===== config.mk =====
export PLATFORM = sky130hd
export DESIGN_NAME = q_updater
export DESIGN_NICKNAME = d
export VERILOG_FILES = /design/src/rtl/q_updater_pkg.sv /design/src/rtl/q_updater_row_max.sv /design/src/rtl/q_updater.sv
export SDC_FILE = /design/constraint.sdc
export NUM_CORES = 1
export LEC_CHECK = 0
export CAP_MARGIN = 20
export CORE_ASPECT_RATIO = 1.75
export CORE_UTILIZATION = 49
export DETAILED_ROUTE_END_ITERATION = 7
export PLACE_DENSITY = 0.75
export SYNTH_ARGS = -nofsm -noshare
export SYNTH_HDL_FRONTEND = slang
export SYNTH_HIERARCHICAL = 1
export SYNTH_SLANG_ARGS = --single-unit

===== constraint.sdc =====
create_clock -name clk -period 6.97 [get_ports clk]
set_clock_uncertainty 0.2 [all_clocks]
set_input_delay 1.394 -clock clk [delete_from_list [all_inputs] [get_ports clk]]
set_output_delay 1.394 -clock clk [all_outputs]
set_load 0.005 [all_outputs]

===== src/rtl/q_updater_pkg.sv =====
`default_nettype none
// ============================================================================
// Module      : q_pkg
// Description : Shared Q-table definitions used by the Q-table updater and the
//               action selector: value/row/accumulator widths, the action to
//               lane mapping, and the updater FSM encoding.
// Revision    : 1.0 - initial release
// ============================================================================
package q_pkg;

  localparam int Q_W   = 16;          // one unsigned Q value
  localparam int ROW_W = 64;          // one Q-table row (4 actions)
  localparam int ACC_W = 19;          // signed TD arithmetic width

  typedef enum logic [2:0] {
    IDLE   = 3'd0,
    RD_NXT = 3'd1,
    RD_CUR = 3'd2,
    CAP    = 3'd3,
    CALC   = 3'd4,
    WR     = 3'd5
  } q_state_e;

  // Action 3 lives in the low lane, action 0 in the high lane, so the bit
  // offset is (3 - action) * 16, which for a 2-bit action is ~action * 16.
  function automatic logic [5:0] lane_lsb(input logic [1:0] act);
    return {~act, 4'b0000};
  endfunction

endpackage
`default_nettype wire


===== src/rtl/q_updater_row_max.sv =====
`default_nettype none
// ============================================================================
// Module      : row_max
// Description : Combinational unsigned maximum over the four Q lanes of a row.
// Ports       : row     - 64-bit Q-table row
//               max_val - largest of the four 16-bit lanes
// Revision    : 1.0 - initial release
// ============================================================================
module row_max
  import q_pkg::*;
(
  input  logic [ROW_W-1:0] row,
  output logic [Q_W-1:0]   max_val
);

  logic [Q_W-1:0] w_max_hi;
  logic [Q_W-1:0] w_max_lo;

  // Two-level compare tree
  assign w_max_hi = (row[63:48] > row[47:32]) ? row[63:48] : row[47:32];
  assign w_max_lo = (row[31:16] > row[15:0])  ? row[31:16] : row[15:0];
  assign max_val  = (w_max_hi > w_max_lo) ? w_max_hi : w_max_lo;

endmodule
`default_nettype wire


===== src/rtl/q_updater.sv =====
`default_nettype none
// ============================================================================
// Module      : q_updater
// Description : Q-learning table write-back. Reads max Q of s' (skipped when
//               terminal) and the row of s, computes the TD update with
//               shift-based alpha/gamma, saturates to 16 bits unsigned and
//               writes the row back through a single-port synchronous memory.
// Ports       : clk, rst              - clock, async active-high reset
//               start                 - update request (IDLE only)
//               state/action/
//               next_state/reward/
//               terminal              - transition to learn from
//               busy, upd_done, q_new - status and last written value
//               mem_*                 - Q-table memory port (1-cycle read)
// Revision    : 1.0 - initial release
// ============================================================================
module q_updater
  import q_pkg::*;
#(
  parameter int STATE_W     = 4,
  parameter int ALPHA_SHIFT = 2,
  parameter int GAMMA_SHIFT = 3
) (
  input  logic               clk,
  input  logic               rst,
  input  logic               start,
  input  logic [STATE_W-1:0] state,
  input  logic [3:0]         action,
  input  logic [STATE_W-1:0] next_state,
  input  logic [15:0]        reward,
  input  logic               terminal,
  output logic               busy,
  output logic               upd_done,
  output logic [Q_W-1:0]     q_new,
  output logic [STATE_W-1:0] mem_addr,
  output logic               mem_rd_en,
  input  logic [ROW_W-1:0]   mem_rdata,
  output logic               mem_wr_en,
  output logic [ROW_W-1:0]   mem_wdata
);

  q_state_e r_fsm, w_fsm_nxt;

  logic [STATE_W-1:0] r_state;
  logic [1:0]         r_act;
  logic [15:0]        r_reward;
  logic               r_terminal;
  logic [Q_W-1:0]     r_max_next;
  logic [Q_W-1:0]     r_q_sa;
  logic [ROW_W-1:0]   r_row;

  logic               r_busy, r_upd_done, r_mem_rd_en, r_mem_wr_en;
  logic [Q_W-1:0]     r_q_new;
  logic [STATE_W-1:0] r_mem_addr;
  logic [ROW_W-1:0]   r_mem_wdata;

  logic               w_accept;
  logic [STATE_W-1:0] w_cur_addr;
  logic [5:0]         w_lane;
  logic [Q_W-1:0]     w_row_max;
  logic [ROW_W-1:0]   w_wdata;
  logic [Q_W-1:0]     w_q_new;
  logic signed [ACC_W-1:0] w_max_ext, w_qsa_ext, w_rew_ext;
  logic signed [ACC_W-1:0] w_disc, w_target, w_delta, w_upd;

  // Only the low two action bits select a lane
  logic w_unused;
  assign w_unused = &{1'b0, action[3:2]};

  assign w_accept = (r_fsm == IDLE) && start;
  // In IDLE the latch has not happened yet, so the live input is used
  assign w_cur_addr = (r_fsm == IDLE) ? state : r_state;
  // r_act is stable from acceptance onward, and CAP/CALC are both after it
  assign w_lane = lane_lsb(r_act);

  row_max u_row_max (
    .row     (mem_rdata),
    .max_val (w_row_max)
  );

  // --------------------------------------------------------------------------
  // FSM
  // --------------------------------------------------------------------------
  always_ff @(posedge clk or posedge rst) begin
    if (rst) r_fsm <= IDLE;
    else     r_fsm <= w_fsm_nxt;
  end

  always_comb begin
    w_fsm_nxt = r_fsm;
    case (r_fsm)
      IDLE:    if (start) w_fsm_nxt = terminal ? RD_CUR : RD_NXT;
      RD_NXT:  w_fsm_nxt = RD_CUR;
      RD_CUR:  w_fsm_nxt = CAP;
      CAP:     w_fsm_nxt = CALC;
      CALC:    w_fsm_nxt = WR;
      WR:      w_fsm_nxt = IDLE;
      default: w_fsm_nxt = IDLE;
    endcase
  end

  // --------------------------------------------------------------------------
  // TD arithmetic (19-bit signed, all operands non-negative except reward)
  // --------------------------------------------------------------------------
  always_comb begin
    w_max_ext = $signed({{(ACC_W-Q_W){1'b0}}, r_max_next});
    w_qsa_ext = $signed({{(ACC_W-Q_W){1'b0}}, r_q_sa});
    w_rew_ext = $signed({{(ACC_W-16){r_reward[15]}}, r_reward});
    w_disc    = r_terminal ? '0 : (w_max_ext - (w_max_ext >>> GAMMA_SHIFT));
    w_target  = w_rew_ext + w_disc;
    w_delta   = w_target - w_qsa_ext;
    w_upd     = w_qsa_ext + (w_delta >>> ALPHA_SHIFT);
    if (w_upd[ACC_W-1])
      w_q_new = '0;
    else if (|w_upd[ACC_W-2:Q_W])
      w_q_new = '1;
    else
      w_q_new = w_upd[Q_W-1:0];
  end

  always_comb begin
    w_wdata = r_row;
    w_wdata[w_lane +: Q_W] = w_q_new;
  end

  // --------------------------------------------------------------------------
  // Datapath and registered outputs; outputs are decoded from the next state
  // so they line up with the state they belong to.
  // --------------------------------------------------------------------------
  always_ff @(posedge clk or posedge rst) begin
    if (rst) begin
      r_state     <= '0;
      r_act       <= '0;
      r_reward    <= '0;
      r_terminal  <= 1'b0;
      r_max_next  <= '0;
      r_q_sa      <= '0;
      r_row       <= '0;
      r_busy      <= 1'b0;
      r_upd_done  <= 1'b0;
      r_mem_rd_en <= 1'b0;
      r_mem_wr_en <= 1'b0;
      r_q_new     <= '0;
      r_mem_addr  <= '0;
      r_mem_wdata <= '0;
    end else begin
      if (w_accept) begin
        r_state    <= state;
        r_act      <= action[1:0];
        r_reward   <= reward;
        r_terminal <= terminal;
      end

      r_busy      <= (w_fsm_nxt != IDLE);
      r_upd_done  <= (w_fsm_nxt == WR);
      r_mem_rd_en <= (w_fsm_nxt == RD_NXT) || (w_fsm_nxt == RD_CUR);
      r_mem_wr_en <= (w_fsm_nxt == WR);

      // RD_NXT is only ever entered from IDLE, so next_state is still live
      case (w_fsm_nxt)
        RD_NXT:     r_mem_addr <= next_state;
        RD_CUR, WR: r_mem_addr <= w_cur_addr;
        default:    r_mem_addr <= r_mem_addr;
      endcase

      // During RD_CUR the data returning is the s' row
      if (r_fsm == RD_CUR && !r_terminal)
        r_max_next <= w_row_max;

      // During CAP the data returning is the s row
      if (r_fsm == CAP) begin
        r_row  <= mem_rdata;
        r_q_sa <= mem_rdata[w_lane +: Q_W];
      end

      if (r_fsm == CALC) begin
        r_q_new     <= w_q_new;
        r_mem_wdata <= w_wdata;
      end
    end
  end

  assign busy      = r_busy;
  assign upd_done  = r_upd_done;
  assign q_new     = r_q_new;
  assign mem_addr  = r_mem_addr;
  assign mem_rd_en = r_mem_rd_en;
  assign mem_wr_en = r_mem_wr_en;
  assign mem_wdata = r_mem_wdata;

endmodule
`default_nettype wire


==> metrics, run 1 <==
status=complete, no violations; Rows=a little over 80; share of post-route cells with drive strength above 1=0.151; Worst Setup Path Type=reg -> reg; GPL Wtd Cong=0.976; final-report setup violation count=0; post-synth top area cell=dfrtp_1; share of the synthesized area in the top cell type=0.359; gr ovfl total=0; period utilization=0.938; Skew-Pair Late Insertion Delay=around 0.54 ns; Tmin final=around 6.5 ns; initial antenna violation count=0; synth-to-layout area growth=21.7%; Post-synth ARST share=1.00; Post-Syn Area=approximately 15000 um^2; met3 WL post-DR=roughly 3300 um; multiplexer share of the synthesized area=0.123; port bufs=between 150 and 200; clk root buf=clkbuf_16; Arrival @ worst endpoint=between 6 and 7 ns; Cells after Synth=between 1500 and 2000; max-cap violation count=0; cell with the most instances after synthesis=dfrtp_1; GRT Resource Usage Total=0.334; fmax=153 MHz; Post-synth EDFFs=0; Metal-1 WL=16700 um; n_diodes=0; metal2 WL=24500 um; yosys warns=6; worst slew pin tran=1.16 ns; DP HPWL=between 30000 and 40000 um; Die Y=between 200 and 250 um; post-synthesis register bit count=roughly 210; first-pass GRT wire length=around 76000 um; die area=30500 um^2; Fin. Hold Viols=0; worst hold slack=around 0.3 ns; slew margin rel.=0.224; drt via density=6.06; CP max stage cell=fa_1; WP data required=7.15 ns; Hold Crit Class=reg -> reg; critical path's largest stage delay=roughly 0.50 ns; sequential area share after synthesis=0.359; Synth Area in Compound Gates=0.199; Pre-Repair DR Iteration Count=7; synth unique cells=82; Synth Area in Adders=0.108; Worst path most repeated cell=ha_1; final max-slew violation count=0; CP Capture Type=register; drt wl/cell=approximately 24 um; Core Box Area=roughly 30000 um^2; mean cell area of the mapped netlist=9.58 um^2; Top Layer Used=met4; DRC=0; startpoint class of the critical path=register; Total Wirelength=between 50000 and 60000 um; vias in the first global route=about 13000; largest family of logic cells by synthesized area=compound AO/OA/AOI/OAI gates; largest net degree at the start of global routing=about 110; Vias=between 10000 and 15000; NumNets Final=around 1900; clock buffer depth=3; Die X-Extent=about 130 um; synthesized net count=1732; CTS tree=yes; Initial Utilization=0.497; initial DRC count=810; Top FF cell, synth=dfrtp_1; CTS Sinks=209; # IOs=between 150 and 200; Num CTS Buffers=22; Final ANT Viol Nets=0; post-synthesis xor/xnor area fraction=0.0186; crit path max fanout=28; Max H-tree Level=1; Commonest cells post-synth=209 x dfrtp_1, 183 x inv_1, 165 x o21ai_0; top cells by area, synth=dfrtp_1 36%, ha_1 8.5%, mux2_2 7.3%; Synth Area in Simple Gates=0.117; CTS clk-pin slew, worst paths=~0.06 ns; FILL cells=~2500
==> per-stage QoR <==
| stage | TNS (ns) | setup WS (ns) | instances | instance area [um^2] | utilization |
|---|---|---|---|---|---|
| after floorplan | 0 | 1.08 | 1520 | 14600 | - |
| after global placement | 0 | 0.144 | 2059 | 17000 | 0.580 |
| after detailed placement | 0 | 0.125 | 2059 | 17000 | 0.580 |
| after CTS | 0 | 0.0841 | 2099 | 17700 | 0.604 |
| after global routing | -0.0414 | -0.00999 | 2100 | 17700 | 0.605 |
| final | 0 | 0.434 | 2100 | 17700 | 0.605 |
==> placed cells by master (no fill, tap or decap), types with 10 or more instances in the layout <==
cell             netlist  final
nor3_1                24     24
mux2_2                94     94
a21o_1                12     12
clkbuf_16              0     22
inv_1                183    181
mux4_2                16     16
a21oi_1               76     75
buf_4                  5     48
mux2i_1               37     37
nand2b_1              15     15
xnor2_1               21     21
nor2_1                47     47
nand2_1               88     87
dfrtp_1              209    209
nand3_1               15     15
nor2b_1               52     52
a22oi_2               20     20
a22oi_1               60     60
fa_1                  17     17
ha_1                  99     99
nand4_1               28     28
o21ai_0              165    165
clkdlybuf4s50_1        0    181
a311oi_1              13     13
a211oi_1              10     10
==> registers in the layout, indices dropped and copies added, names as in the netlist <==
register	flops
r_q_sa	16
r_act	2
r_terminal	1
r_fsm	3
mem_wdata	64
mem_wr_en	1
r_reward	16
mem_rd_en	1
mem_addr	4
r_row	64
busy	1
r_max_next	16
q_new	16
r_state	4
==> kinds of logic (layout without fill, tap and decap cells) <==
family,count (synthesis),count (layout)
adders and majority gates,116,116
DFF,209,209
muxes,147,147
AOI/OAI and AO/OA,431,431
xor gates and xnor gates,30,30
and+or+nand+nor,324,324
buffers and inverters,263,461
==> timing repair <==
item / 4_1_cts / 5_1_grt
hold buffers: 0 / 0
endpoints found under the hold margin: 0 / 0
gates resized for setup: 0 / 5
endpoints found under the setup margin: 0 / 80
buffers inserted: 0 / 1
==> metal layers <==
layer	vias up	GRT usage
li1	5764	-
met1	6171	0.346
met2	599	0.569
met3	190	0.0542
met4	0	0.325
met5	-	0
==> worst paths after layout <==
check	from	end	slack [ns]	cells past startpoint
hold reg to reg	r_row[35]	r_row[35]	0.30	1
setup reg to reg	r_max_next[3]	mem_wdata[13]	0.43	28
max in group asynchronous	rst	r_row[21]	4.09	3
setup / recovery	r_max_next[3]	mem_wdata[13]	0.43	28
min in group asynchronous	rst	mem_addr[2]	1.14	2
hold / removal	r_row[35]	r_row[35]	0.30	1
==> critical path, delay by kind of cell (launching register included) <==
family | cells | cell delay [ns]
xor gates and xnor gates | 3 | 0.48
and+or+nand+nor | 4 | 0.56
DFF | 1 | 0.40
adders and majority gates | 5 | 1.77
AOI/OAI and AO/OA | 13 | 2.57
buffers and inverters | 3 | 0.40
==> cell type report <==
| class | instances | area (um^2) | area share |
|---|---|---|---|
| inverter | 184 | 694 | 0.0392 |
| sequential | 209 | 5230 | 0.295 |
| multi-input combinational | 1048 | 8280 | 0.467 |
| clock inverter | 8 | 80.1 | 0.00452 |
| timing repair buffer | 237 | 2330 | 0.132 |
| clock buffer | 32 | 638 | 0.0360 |
| tap | 382 | 478 | 0.0270 |
Power of run 1 is left out: the tool's default activity adds up to more than one toggle a clock period on the data nets, which glitch-free logic cannot reach.
==> run 2: changes to the inputs <==
--- a/config.mk
+++ b/config.mk
@@ -9,8 +9,7 @@
 export CORE_ASPECT_RATIO = 1.75
 export CORE_UTILIZATION = 49
 export DETAILED_ROUTE_END_ITERATION = 7
-export PLACE_DENSITY = 0.75
+export PLACE_DENSITY = 0.76
 export SYNTH_ARGS = -nofsm -noshare
 export SYNTH_HDL_FRONTEND = slang
-export SYNTH_HIERARCHICAL = 1
 export SYNTH_SLANG_ARGS = --single-unit
==> run 2 against run 1 <==
Net effect:
- final cell count decreased by 12%
- routed wire length is 26% lower
- cell area shrank 9.7%
- clock-buffer cell count shrank 6
- synthesized cell count down 12%
- synthesized area is 11% lower
- critical path type unchanged
- largest cell class unchanged
==> metrics, run 2 <==
startpoint class of the critical path=register; initial DRC count=635; largest net degree at the start of global routing=roughly 160; synthesized net count=about 1500; share of the synthesized area in the top cell type=0.402; fmax=roughly 150 MHz; cell count after placement=1800; Max H-tree Level=1; Cells after Synth=1332; drt via density=approximately 6; CTS tree=yes; max-cap violation count=0; Hold Crit Class=reg -> reg; WP data required=between 7 and 8 ns; commonest non-fill, non-tap cell in the layout=dfrtp_1; GPL Wtd Cong=approximately 0.95; clock buffer depth=3; Post-synth EDFFs=0; cell with the most instances after synthesis=dfrtp_1; Die X-Extent=~130 um; CTS Sinks=209; Die Y=217 um; Synth Area in Compound Gates=0.168; CTS clk-pin slew, worst paths=around 0.070 ns; Total Wirelength=about 37000 um; Post-synth ARST share=1.00; Rows=78; top cells by area, synth=dfrtp_1 40%, ha_1 9.5%, mux2_2 4.8%; gr ovfl total=0; first-pass GRT wire length=roughly 60000 um; Synth Area in Simple Gates=0.127; multiplexer share of the synthesized area=0.105; sequential area share after synthesis=0.402; die area=around 27000 um^2; fin cells=1838; CP Capture Type=register; met2 GRT Util=0.515; Num CTS Buffers=20; R2R setup slack=about 0.40 ns; yosys warns=0; Reg area=approximately 5200 um^2; initial antenna violation count=2; clk root buf=clkbuf_16; DP Worst Slack=0.171 ns; Post-CTS Hold Buffers=0; Pre-Repair DR Iteration Count=7; synth-to-layout area growth=23.3%; Initial Utilization=0.501; post-synthesis register bit count=around 210; NumNets Final=1715; # IOs=approximately 180; DP HPWL=around 28000 um; post-synth top area cell=dfrtp_1; DRC=0; slew margin rel.=0.347; status=complete, no violations; share of post-route cells with drive strength above 1=0.120; synth unique cells=63; Tmin final=6.57 ns; final max-slew violation count=0; most frequent cells in the layout=209 x dfrtp_1, 181 x clkdlybuf4s50_1, 120 x inv_1, 110 x nand2_1, 102 x a21oi_1; vias in the first global route=about 11000; GR peak layer=met2; GR Layer Usage met1=0.315; Worst Setup Path Type=reg -> reg; port bufs=about 180; Vias=roughly 11000; Arrival @ worst endpoint=6.79 ns; GRT Resource Usage Total=0.281; Commonest cells post-synth=209 x dfrtp_1, 121 x inv_1, 111 x nand2_1; drt wl/cell=20.2 um; Skew-Pair Late Insertion Delay=between 0.5 and 0.6 ns; final setup margin=about 0.40 ns; Fin. Hold Viols=0; post-synthesis xor/xnor area fraction=0.0175; FILL cells=roughly 2200; Core Box Area=around 26000 um^2; period utilization=0.942; Post-Syn Area=between 10000 and 15000 um^2; Synth Area in Adders=0.121; crit path max fanout=16; Final ANT Viol Nets=0; Top FF cell, synth=dfrtp_1; Multi-input gate area=approximately 7000 um^2; worst slew pin tran=about 0.98 ns; largest family of logic cells by synthesized area=compound AO/OA/AOI/OAI gates; mean cell area of the mapped netlist=a little under 10 um^2; GR Util met3=0.0329; final-report setup violation count=0
## run 2: cell types whose count changed after synthesis, sizes merged, moves of 15 or more
cell / delta
nand4: -19
nor3b: +61
a311oi: -15
a21oi: +25
nand2: +22
inv: -62
o221ai: +17
nor2b: -41
mux2: -39
a22oi: -77
## run 2: timing repair
item	4_1_cts	5_1_grt
buffers inserted	0	1
gates resized for setup	0	9
setup endpoints to repair	0	80
## run 2: final cells by class
| cell class | instances | share of cell area |
|---|---|---|
| Antenna cell | 2 | 0.000312 |
| Timing Repair Buffer | 218 | 0.132 |
| Tap cell | 320 | 0.0250 |
| Clock inverter | 9 | 0.0102 |
| Clock buffer | 26 | 0.0359 |
| Inverter | 121 | 0.0286 |
| Multi-Input combinational cell | 933 | 0.441 |
| Sequential cell | 209 | 0.327 |
## run 2: final timing paths
path | start | cells after the start | endpoint
worst min register to register | q_new[14] | 2 | q_new[14]
worst min-delay path | q_new[14] | 2 | q_new[14]
max in group asynchronous | rst | 4 | r_row[54]
min in group asynchronous | rst | 3 | mem_addr[1]
worst max register to register | r_max_next[3] | 27 | mem_wdata[58]
worst max-delay path | r_max_next[3] | 27 | mem_wdata[58]
## run 2: logic make-up after synthesis
logic type / Yosys count
flip-flops: 209
adder cells (fa/ha/maj): 116
multiplexers: 110
AO/OA/AOI/OAI: 363
XOR/XNOR: 26
AND/OR/NAND/NOR: 318
buffers and inverters: 190
## run 2: worst max-delay path, cell delays in order (launching register included)
cell       delay (ns)
dfrtp_1          0.43
ha_1             0.23
fa_1             0.38
nor2b_1          0.17
o21a_1           0.16
o21a_1           0.18
o21a_1           0.15
nor3_1           0.05
or3_1            0.32
fa_1             0.49
inv_1            0.04
ha_1             0.31
nand4_1          0.12
nor2_1           0.25
a2111oi_4        0.07
a21boi_2         0.27
o2111ai_2        0.16
a31oi_2          0.21
a21oi_1          0.11
xnor2_1          0.13
ha_1             0.34
nand2_1          0.09
a211oi_2         0.18
o211ai_1         0.19
a31oi_2          0.26
o31ai_2          0.16
or4_4            0.62
o21ai_1          0.20
## run 2: stage by stage
| step | utilization | setup TNS [ns] | cell area (um^2) | hold WS (ns) |
|---|---|---|---|---|
| finish | 0.617 | 0 | 16000 | 0.278 |
| global placement | 0.586 | 0 | 15200 | 0.257 |
| floorplan | - | 0 | 13000 | 0.242 |
| CTS | 0.615 | 0 | 16000 | 0.284 |
| global route | 0.617 | -0.0539 | 16000 | 0.306 |
| detailed placement | 0.586 | 0 | 15200 | 0.268 |
## run 2: routing by layer
layer,share of wire,up-vias
met2,0.53,326
met5,0,-
li1,-,5049
met1,0.37,5323
met4,0.053,0
met3,0.044,107
Power of run 2 is left out for the same reason.
